[config.mk]
export PLATFORM = sky130hd
export DESIGN_NAME = fb_write_arbiter
export DESIGN_NICKNAME = d
export VERILOG_FILES = /design/src/rtl/fb_write_arbiter.sv
export SDC_FILE = /design/constraint.sdc
export NUM_CORES = 1
export LEC_CHECK = 0
export CAP_MARGIN = 10
export CORE_ASPECT_RATIO = 0.6
export CORE_MARGIN = 1
export CORE_UTILIZATION = 51
export DETAILED_ROUTE_END_ITERATION = 16
export HOLD_SLACK_MARGIN = 0.06
export MAX_ROUTING_LAYER = met4
export PLACE_DENSITY = 0.85
export SLEW_MARGIN = 20
export SYNTH_ARGS = -nofsm -noshare
export SYNTH_HDL_FRONTEND = slang
export SYNTH_SLANG_ARGS = --single-unit
[constraint.sdc]
create_clock -name Clk -period 10.8 [get_ports Clk]
set_input_delay 2.16 -clock Clk [delete_from_list [all_inputs] [get_ports Clk]]
set_output_delay 2.16 -clock Clk [all_outputs]
set_load 0.01 [all_outputs]
[src/rtl/fb_write_arbiter.sv]
// Frame-buffer write arbiter: clears the whole buffer to one colour, then grants
// single-pixel writes from the red and blue bikes round-robin, one per cycle.
module fb_write_arbiter #(
  parameter int          H_WORDS  = 320,
  parameter int          V_LINES  = 480,
  parameter logic [3:0]  BG_COLOR = 4'h8
) (
  input  logic        Clk,
  input  logic        Reset,
  input  logic        clear_start,
  input  logic [3:0]  clear_color,
  input  logic        req_r,
  input  logic        req_b,
  input  logic [9:0]  x_r,
  input  logic [9:0]  y_r,
  input  logic [9:0]  x_b,
  input  logic [9:0]  y_b,
  input  logic [3:0]  color_r,
  input  logic [3:0]  color_b,
  output logic        gnt_r,
  output logic        gnt_b,
  output logic        drop,
  output logic        busy,
  output logic        clear_done,
  output logic        WE,
  output logic [18:0] write_address,
  output logic [15:0] Data_In
);

  typedef enum logic {ST_CLEAR, ST_ARB} state_t;

  localparam logic [18:0] CLR_WORDS = 19'(H_WORDS * V_LINES);
  localparam logic [10:0] X_LIM     = 11'(2 * H_WORDS);
  localparam logic [10:0] Y_LIM     = 11'(V_LINES);

  state_t      state_q, state_d;
  logic [18:0] clr_cnt_q, clr_cnt_d;
  logic [3:0]  clr_color_q, clr_color_d;
  logic        prio_b_q, prio_b_d;
  logic        we_q, we_d, gnt_r_q, gnt_r_d, gnt_b_q, gnt_b_d;
  logic        drop_q, drop_d, busy_q, busy_d, done_q, done_d;
  logic [18:0] addr_q, addr_d;
  logic [15:0] data_q, data_d;

  logic        elig_r, elig_b, pick_r, pick_b;
  logic [9:0]  sel_x, sel_y;
  logic [3:0]  sel_color;
  logic [18:0] sel_yw, sel_base;

  // Line base address; the 320-word geometry uses the shift-add form.
  always_comb begin
    sel_yw = {9'd0, sel_y};
    if (H_WORDS == 320) sel_base = (sel_yw << 8) + (sel_yw << 6);
    else                sel_base = sel_yw * 19'(H_WORDS);
  end

  // A requester granted this cycle sits out the next sample so a held req writes once.
  always_comb begin
    elig_r    = req_r & ~gnt_r_q;
    elig_b    = req_b & ~gnt_b_q;
    pick_r    = elig_r & (~elig_b | ~prio_b_q);
    pick_b    = elig_b & ~pick_r;
    sel_x     = pick_r ? x_r : x_b;
    sel_y     = pick_r ? y_r : y_b;
    sel_color = pick_r ? color_r : color_b;
  end

  always_comb begin
    state_d     = state_q;
    clr_cnt_d   = clr_cnt_q;
    clr_color_d = clr_color_q;
    prio_b_d    = prio_b_q;
    we_d        = 1'b0;
    gnt_r_d     = 1'b0;
    gnt_b_d     = 1'b0;
    drop_d      = 1'b0;
    done_d      = 1'b0;
    busy_d      = 1'b0;
    addr_d      = addr_q;
    data_d      = data_q;
    if (clear_start) begin
      state_d     = ST_CLEAR;
      clr_cnt_d   = '0;
      clr_color_d = clear_color;
      busy_d      = 1'b1;
    end else if (state_q == ST_CLEAR) begin
      if (clr_cnt_q == CLR_WORDS) begin
        state_d = ST_ARB;
        done_d  = 1'b1;
      end else begin
        busy_d    = 1'b1;
        we_d      = 1'b1;
        addr_d    = clr_cnt_q;
        data_d    = {4'h0, clr_color_q, 4'h0, clr_color_q};
        clr_cnt_d = clr_cnt_q + 19'd1;
      end
    end else if (pick_r || pick_b) begin
      gnt_r_d  = pick_r;
      gnt_b_d  = pick_b;
      prio_b_d = pick_r;
      if ({1'b0, sel_x} < X_LIM && {1'b0, sel_y} < Y_LIM) begin
        we_d   = 1'b1;
        addr_d = {10'd0, sel_x[9:1]} + sel_base;
        data_d = {4'h0, sel_color, 4'h0, sel_color};
      end else begin
        drop_d = 1'b1;
      end
    end
  end

  always_ff @(posedge Clk) begin
    if (Reset) begin
      state_q     <= ST_CLEAR;
      clr_cnt_q   <= '0;
      clr_color_q <= BG_COLOR;
      prio_b_q    <= 1'b0;
      we_q        <= 1'b0;
      gnt_r_q     <= 1'b0;
      gnt_b_q     <= 1'b0;
      drop_q      <= 1'b0;
      busy_q      <= 1'b1;
      done_q      <= 1'b0;
      addr_q      <= '0;
      data_q      <= '0;
    end else begin
      state_q     <= state_d;
      clr_cnt_q   <= clr_cnt_d;
      clr_color_q <= clr_color_d;
      prio_b_q    <= prio_b_d;
      we_q        <= we_d;
      gnt_r_q     <= gnt_r_d;
      gnt_b_q     <= gnt_b_d;
      drop_q      <= drop_d;
      busy_q      <= busy_d;
      done_q      <= done_d;
      addr_q      <= addr_d;
      data_q      <= data_d;
    end
  end

  assign gnt_r         = gnt_r_q;
  assign gnt_b         = gnt_b_q;
  assign drop          = drop_q;
  assign busy          = busy_q;
  assign clear_done    = done_q;
  assign WE            = we_q;
  assign write_address = addr_q;
  assign Data_In       = data_q;

endmodule

After elaboration in Yosys (flattened, before gate mapping)
Cells that the tools add are included.
Widths: inputs -> output; s select.
{"block": "word_totals", "reg_bits": 66, "in_bits": 57, "output_inout_bits": 41, "elab_cells": 62}
{"block": "classes", "n_addsub": 3, "order_cmp": 2, "eq_ne": 4, "mux": 19, "bitwise_logic": 14, "n_reduce_logical": 8}
{"cell": "$mux 19", "n": 4}
{"cell": "$mux 16", "n": 4}
{"cell": "$mux 10", "n": 2}
{"cell": "$add 18x16->19", "n": 1}
{"cell": "$add 19x1->19 const B", "n": 1}
{"cell": "$add 9x19->19", "n": 1}
{"cell": "$eq 19x18->1 const B", "n": 1}
{"cell": "$lt 10x10->1 const B", "n": 1}
{"cell": "$lt 10x9->1 const B", "n": 1}
{"cell": "$not 1->1", "n": 9}
{"cell": "$mux 1", "n": 8}
{"cell": "$and 1x1->1", "n": 4}
{"cell": "$mux 4", "n": 1}
{"cell": "$ne 2x1->1 const B", "n": 2}
{"cell": "$reduce_and 4->1", "n": 1}
{"cell": "$reduce_or 4->1", "n": 1}
{"cell": "$reduce_and 3->1", "n": 1}
{"cell": "$reduce_or 3->1", "n": 1}
{"cell": "$ne 2x2->1 const B", "n": 1}
{"cell": "$reduce_and 2->1", "n": 1}
{"cell": "$reduce_or 2->1", "n": 1}
{"cell": "$logic_and 1x1->1", "n": 1}
{"cell": "$logic_or 1x1->1", "n": 1}
{"cell": "$or 1x1->1", "n": 1}

Logic depth before layout (Yosys ltp)
{"block": "depth", "depth_word": 11, "depth_mapped": 15, "depth_no_buf": 13}

Worst setup path after synthesis
Ideal clock, no wire load.
{"block": "synth_timing", "kind": "input to register", "from": "input req_b", "to": "register addr_q[17], in the netlist write_address[17]", "t_arrival_ns": 5.494, "setup_slack_ns": 5.190, "path_stages": 15, "cell_sequence": "nor2b_2 > a21oi_1 > clkbuf_1 > clkbuf_1 > nand2_1 > nand2_1 > ha_1 > ha_1 > fa_1 > a211oi_1 > o21ai_0 > a31o_2 > a21oi_1 > xnor2_1 > a41o_1"}
{"block": "synth_between", "elab_chain_cells": 10, "elab_cells_between_ends": 20, "classes_between": "add/sub: 2; order compare: 2; eq/ne: 2; mux: 5; bitwise: 6; reduce/logical: 3"}
{"element": "from (decl)", "line_no": "13", "text": "input logic req_b,"}
{"element": "$and 1x1->1 (*)", "line_no": "60", "text": "elig_b = req_b & ~gnt_b_q;"}
{"element": "$not 1->1", "line_no": "61", "text": "pick_r = elig_r & (~elig_b | ~prio_b_q);"}
{"element": "$or 1x1->1", "line_no": "61"}
{"element": "$and 1x1->1", "line_no": "61"}
{"element": "$mux 10", "line_no": "64", "text": "sel_y = pick_r ? y_r : y_b;"}
{"element": "$add 18x16->19", "line_no": "53", "text": "if (H_WORDS == 320) sel_base = (sel_yw << 8) + (sel_yw << 6);"}
{"element": "$add 9x19->19", "line_no": "103", "text": "addr_d = {10'd0, sel_x[9:1]} + sel_base;"}
{"element": "$mux 19", "line_no": "101", "text": "if ({1'b0, sel_x} < X_LIM && {1'b0, sel_y} < Y_LIM) begin"}
{"element": "$mux 19", "line_no": "97", "text": "end else if (pick_r || pick_b) begin"}
{"element": "$mux 19", "line_no": "86", "text": "end else if (state_q == ST_CLEAR) begin"}
{"element": "to (signal assigned)", "line_no": "136", "text": "addr_q <= addr_d;"}
{"element": "to (decl)", "line_no": "42", "text": "logic [18:0] addr_q, addr_d;"}
Mark *: on every way between the ends. The rest lies on a longest branch, timed or not. The select of a mux whose other input is x is not followed.
A chain may end at the register's enable or synchronous reset.

Final worst setup path
{"block": "layout_timing", "from": "input req_r", "to": "register addr_q[17], in the netlist write_address[17]"}
{"block": "layout_between", "elab_chain_cells": 8, "elab_cells_between_ends": 18, "classes_between": "add/sub: 2; order compare: 2; eq/ne: 2; mux: 5; bitwise: 4; reduce/logical: 3"}
{"element": "from (decl)", "line_no": "12", "text": "input logic req_r,"}
{"element": "$and 1x1->1 (*)", "line_no": "59", "text": "elig_r = req_r & ~gnt_r_q;"}
{"element": "$and 1x1->1 (*)", "line_no": "61"}
{"element": "$mux 10", "line_no": "64"}
{"element": "$add 18x16->19", "line_no": "53"}
{"element": "$add 9x19->19", "line_no": "103"}
{"element": "$mux 19", "line_no": "101"}
{"element": "$mux 19", "line_no": "97"}
{"element": "$mux 19", "line_no": "86"}
Marked as above.

==> qor.yml <==
outcome:
  status: "finished, final reports clean"
logic_synthesis:
  ys.flop_type: "dfxtp_1"
  ys_warn_count: 0
  synthArstFlopShare: 0
  postSynthCellCount: 407
  synthTopCellsByCount: "nand2_1 (80), dfxtp_1 (54), nor2_1 (46), a21oi_1 (28), ha_1 (22)"
  synth.area.top_cells: "dfxtp_1 (33%), nand2_1 (9.1%), ha_1 (8.3%)"
  syn_area_um2: 3310
  yosysMostFrequentCell: "nand2_1"
  synth.largest_area_cell: "dfxtp_1"
  synth-seq-area-share: 0.327
  ys_types: 50
  synth_edf_count: 0
  ys_ff_latch: 54
  synth_area_per_cell_um2: 8.13
  synth.top_cell.area_share: 0.327
clock_tree:
  cts_resized: 0
  insertion_delay_ps: 320
  cts_hold_buf: 0
  cts.htree.levels: 2
  cts_buffers: 5
  clk_transition_reported_paths_ps: 100
  cts.sinks: 54
  tritoncts: "done"
  postCtsSetupRepairBufs: 0
  ctsLongestPathBuffers: 2
  root_buffer: "clkbuf_8"
grt:
  grt_max_degree: 43
  grt_util_met3: 0.0531
  antenna_found_initial: 0
  grt_usage: 0.270
  grt-busiest-layer: "met2"
  use_met2: 0.390
  grt_pass1_wl_mm: 14.1
  first_global_vias: 2825
  grt_use_met1: 0.379
  grt-ovfl-total: 0
setup_path:
  r2r_end: "write_address[17]"
  worstRegToRegCells: 13
  slowest_delay_ps: 510
  rrSetupSlack_ps: 6940
  critPathTopFamily: "compound AO/OA/AOI/OAI gates"
  worstPathArrival_ps: 6030
  end_kind: "register"
  crit_chain: "clkdlybuf4s50_1, nand2b_1, a21oi_2, buf_4, mux2i_1, xor2_1, ha_1, fa_1, a211oi_1, o21ai_0, a31o_2, a21oi_1, xnor2_1, a41o_1"
  required_ps: 11020
  start_kind: "input pin"
  slowest_stage: "clkdlybuf4s50_1"
  endpoint: "write_address[17]"
  crit_fanout: 21
  cp_num_buf_inv: 2
  reg2reg_from: "gnt_r"
  critical_path_depth: 14
  critPathKind: "in -> reg"
  cp-startpoint: "req_r"
timing:
  skew_ps: 6.83
  rsz0062_at_grt: "false"
  fin_crit_ps: 5810
  setup_viol: 0
  tns_ps: 0
  hold_ws_ps: 467
  worst_slew_pin_slew_ps: 994
  finalHoldViolCount: 0
  finalCritPeriodShare: 0.538
  fmax_ghz: 0.172
  finalMaxSlewViolations: 0
  slew_headroom: 0.335
floorplan:
  io_pins: 98
  initial_core_util: 0.534
  die_y_um: 64.4
  die_area_um2: 6830
  core-area_um2: 6190
  die_w_um: 106
  num_rows: 22
final_layout:
  regArea_um2: 1080
  finalNonFillerCells: 563
  drive_above_1_share: 0.0418
  nets: 558
  multi_input_area_um2: 2050
  num_antenna_cells: 0
  fillers: 499
  areaGrowthSynthToFinish_pct: 28.1
place:
  io_buffers: 87
  dpl.hpwl_mm: 6.21
  place_congestion: 0.891
  dp.cells: 555
drt:
  wire_per_inst_um: 15.1
  vias: 3095
  via_per_inst: 5.50
  post-route-drc-count: 0
  drt_iter0_drc: 285
  wl_mm: 8.52
  drt-pass1-iter-count: 5
  antenna_left: 0
min_path:
  hold_path_class: "reg -> reg"
  worstHoldStart: "write_address[9]"
pwr:
  p_leak_nw: 1.64
  powerDensity_nw_per_um2: 104
  peakVddDrop_v: 0.0000482
flow_run:
  max-cap-violations: 0
-- cell usage in the layout, fill, tap and decap left out, types with 3 or more instances in the layout --
master,instances
nand3_1,8
and3_1,5
nor3_1,3
nor2_1,46
nand2_1,80
inv_1,7
xnor2_1,16
dfxtp_1,54
clkdlybuf4s50_1,87
a211oi_1,7
a21o_1,5
o21ai_0,12
nand4_1,3
a21oi_1,27
ha_1,22
conb_1,8
a311o_1,10
a2111oi_0,3
o21bai_1,3
clkbuf_8,6
xor2_1,11
mux2i_1,17
-- worst min-delay path by stage --
| stage | end | slack (ps) | cells after the start |
|---|---|---|---|
| after detailed placement | write_address[9] | 450 | 2 |
| after global routing | write_address[5] | 490 | 2 |
| after floorplan | clr_color_q[3] | 440 | 2 |
| after global placement | write_address[3] | 440 | 2 |
| final | write_address[9] | 470 | 2 |
| after CTS | write_address[9] | 460 | 2 |
-- tightest hold or removal path: cells and delay by family, from the launching register on --
kind	cells	cell delay, ps
AOI/OAI and AO/OA	1	50
DFF	1	330
and+or+nand+nor	1	50
-- per-stage QoR --
step | instance area, um2 | setup WS, ps | utilization | power [mW]
after floorplan | 3340 | 5190 | - | 0.282
after global placement | 4140 | 4830 | 0.669 | 0.319
after detailed placement | 4140 | 4730 | 0.669 | 0.321
after CTS | 4240 | 5060 | 0.684 | 0.439
after global routing | 4240 | 4770 | 0.684 | 0.462
final | 4240 | 4990 | 0.684 | 0.440
-- metal layers --
layer,vias to the layer above,part of all wire
met4,0,0.011
met1,1439,0.50
met3,10,0.071
li1,1538,-
met2,108,0.42
met5,-,0
-- kinds of logic (layout without fill, tap and decap cells) --
logic type | Yosys count | in the layout | synth area share
and+or+nand+nor | 168 | 168 | 0.233
other | 1 | 8 | 0.00113
xor gates and xnor gates | 27 | 27 | 0.0715
AOI/OAI and AO/OA | 78 | 78 | 0.163
muxes | 17 | 17 | 0.0514
buffers and inverters | 39 | 104 | 0.0643
DFF | 54 | 54 | 0.327
adders and majority gates | 23 | 23 | 0.0892
-- registers in the layout, summed over array words and instances, names as in the netlist --
name	count
gnt_b	1
WE	1
state_q	1
gnt_r	1
write_address	19
prio_b_q	1
clear_done	1
clr_color_q	4
drop	1
busy	1
clr_cnt_q	19
Data_In	4
-- area by class of cell --
| class | instances | share of cell area |
|---|---|---|
| multi-input cells | 321 | 0.483 |
| flip-flops and latches | 54 | 0.255 |
| repair buffers | 89 | 0.209 |
| well taps | 84 | 0.0248 |
| clock buffers | 6 | 0.0195 |
| inverters | 7 | 0.00620 |
| clock inverters | 2 | 0.00295 |
-- power by group --
part	leakage [nW]	switching (mW)	internal [mW]
combinational	1.15	0.0575	0.0561
sequential	0.439	0.00254	0.203
clock	0.0472	0.0694	0.0517
Power figures use the tool's default switching activity.
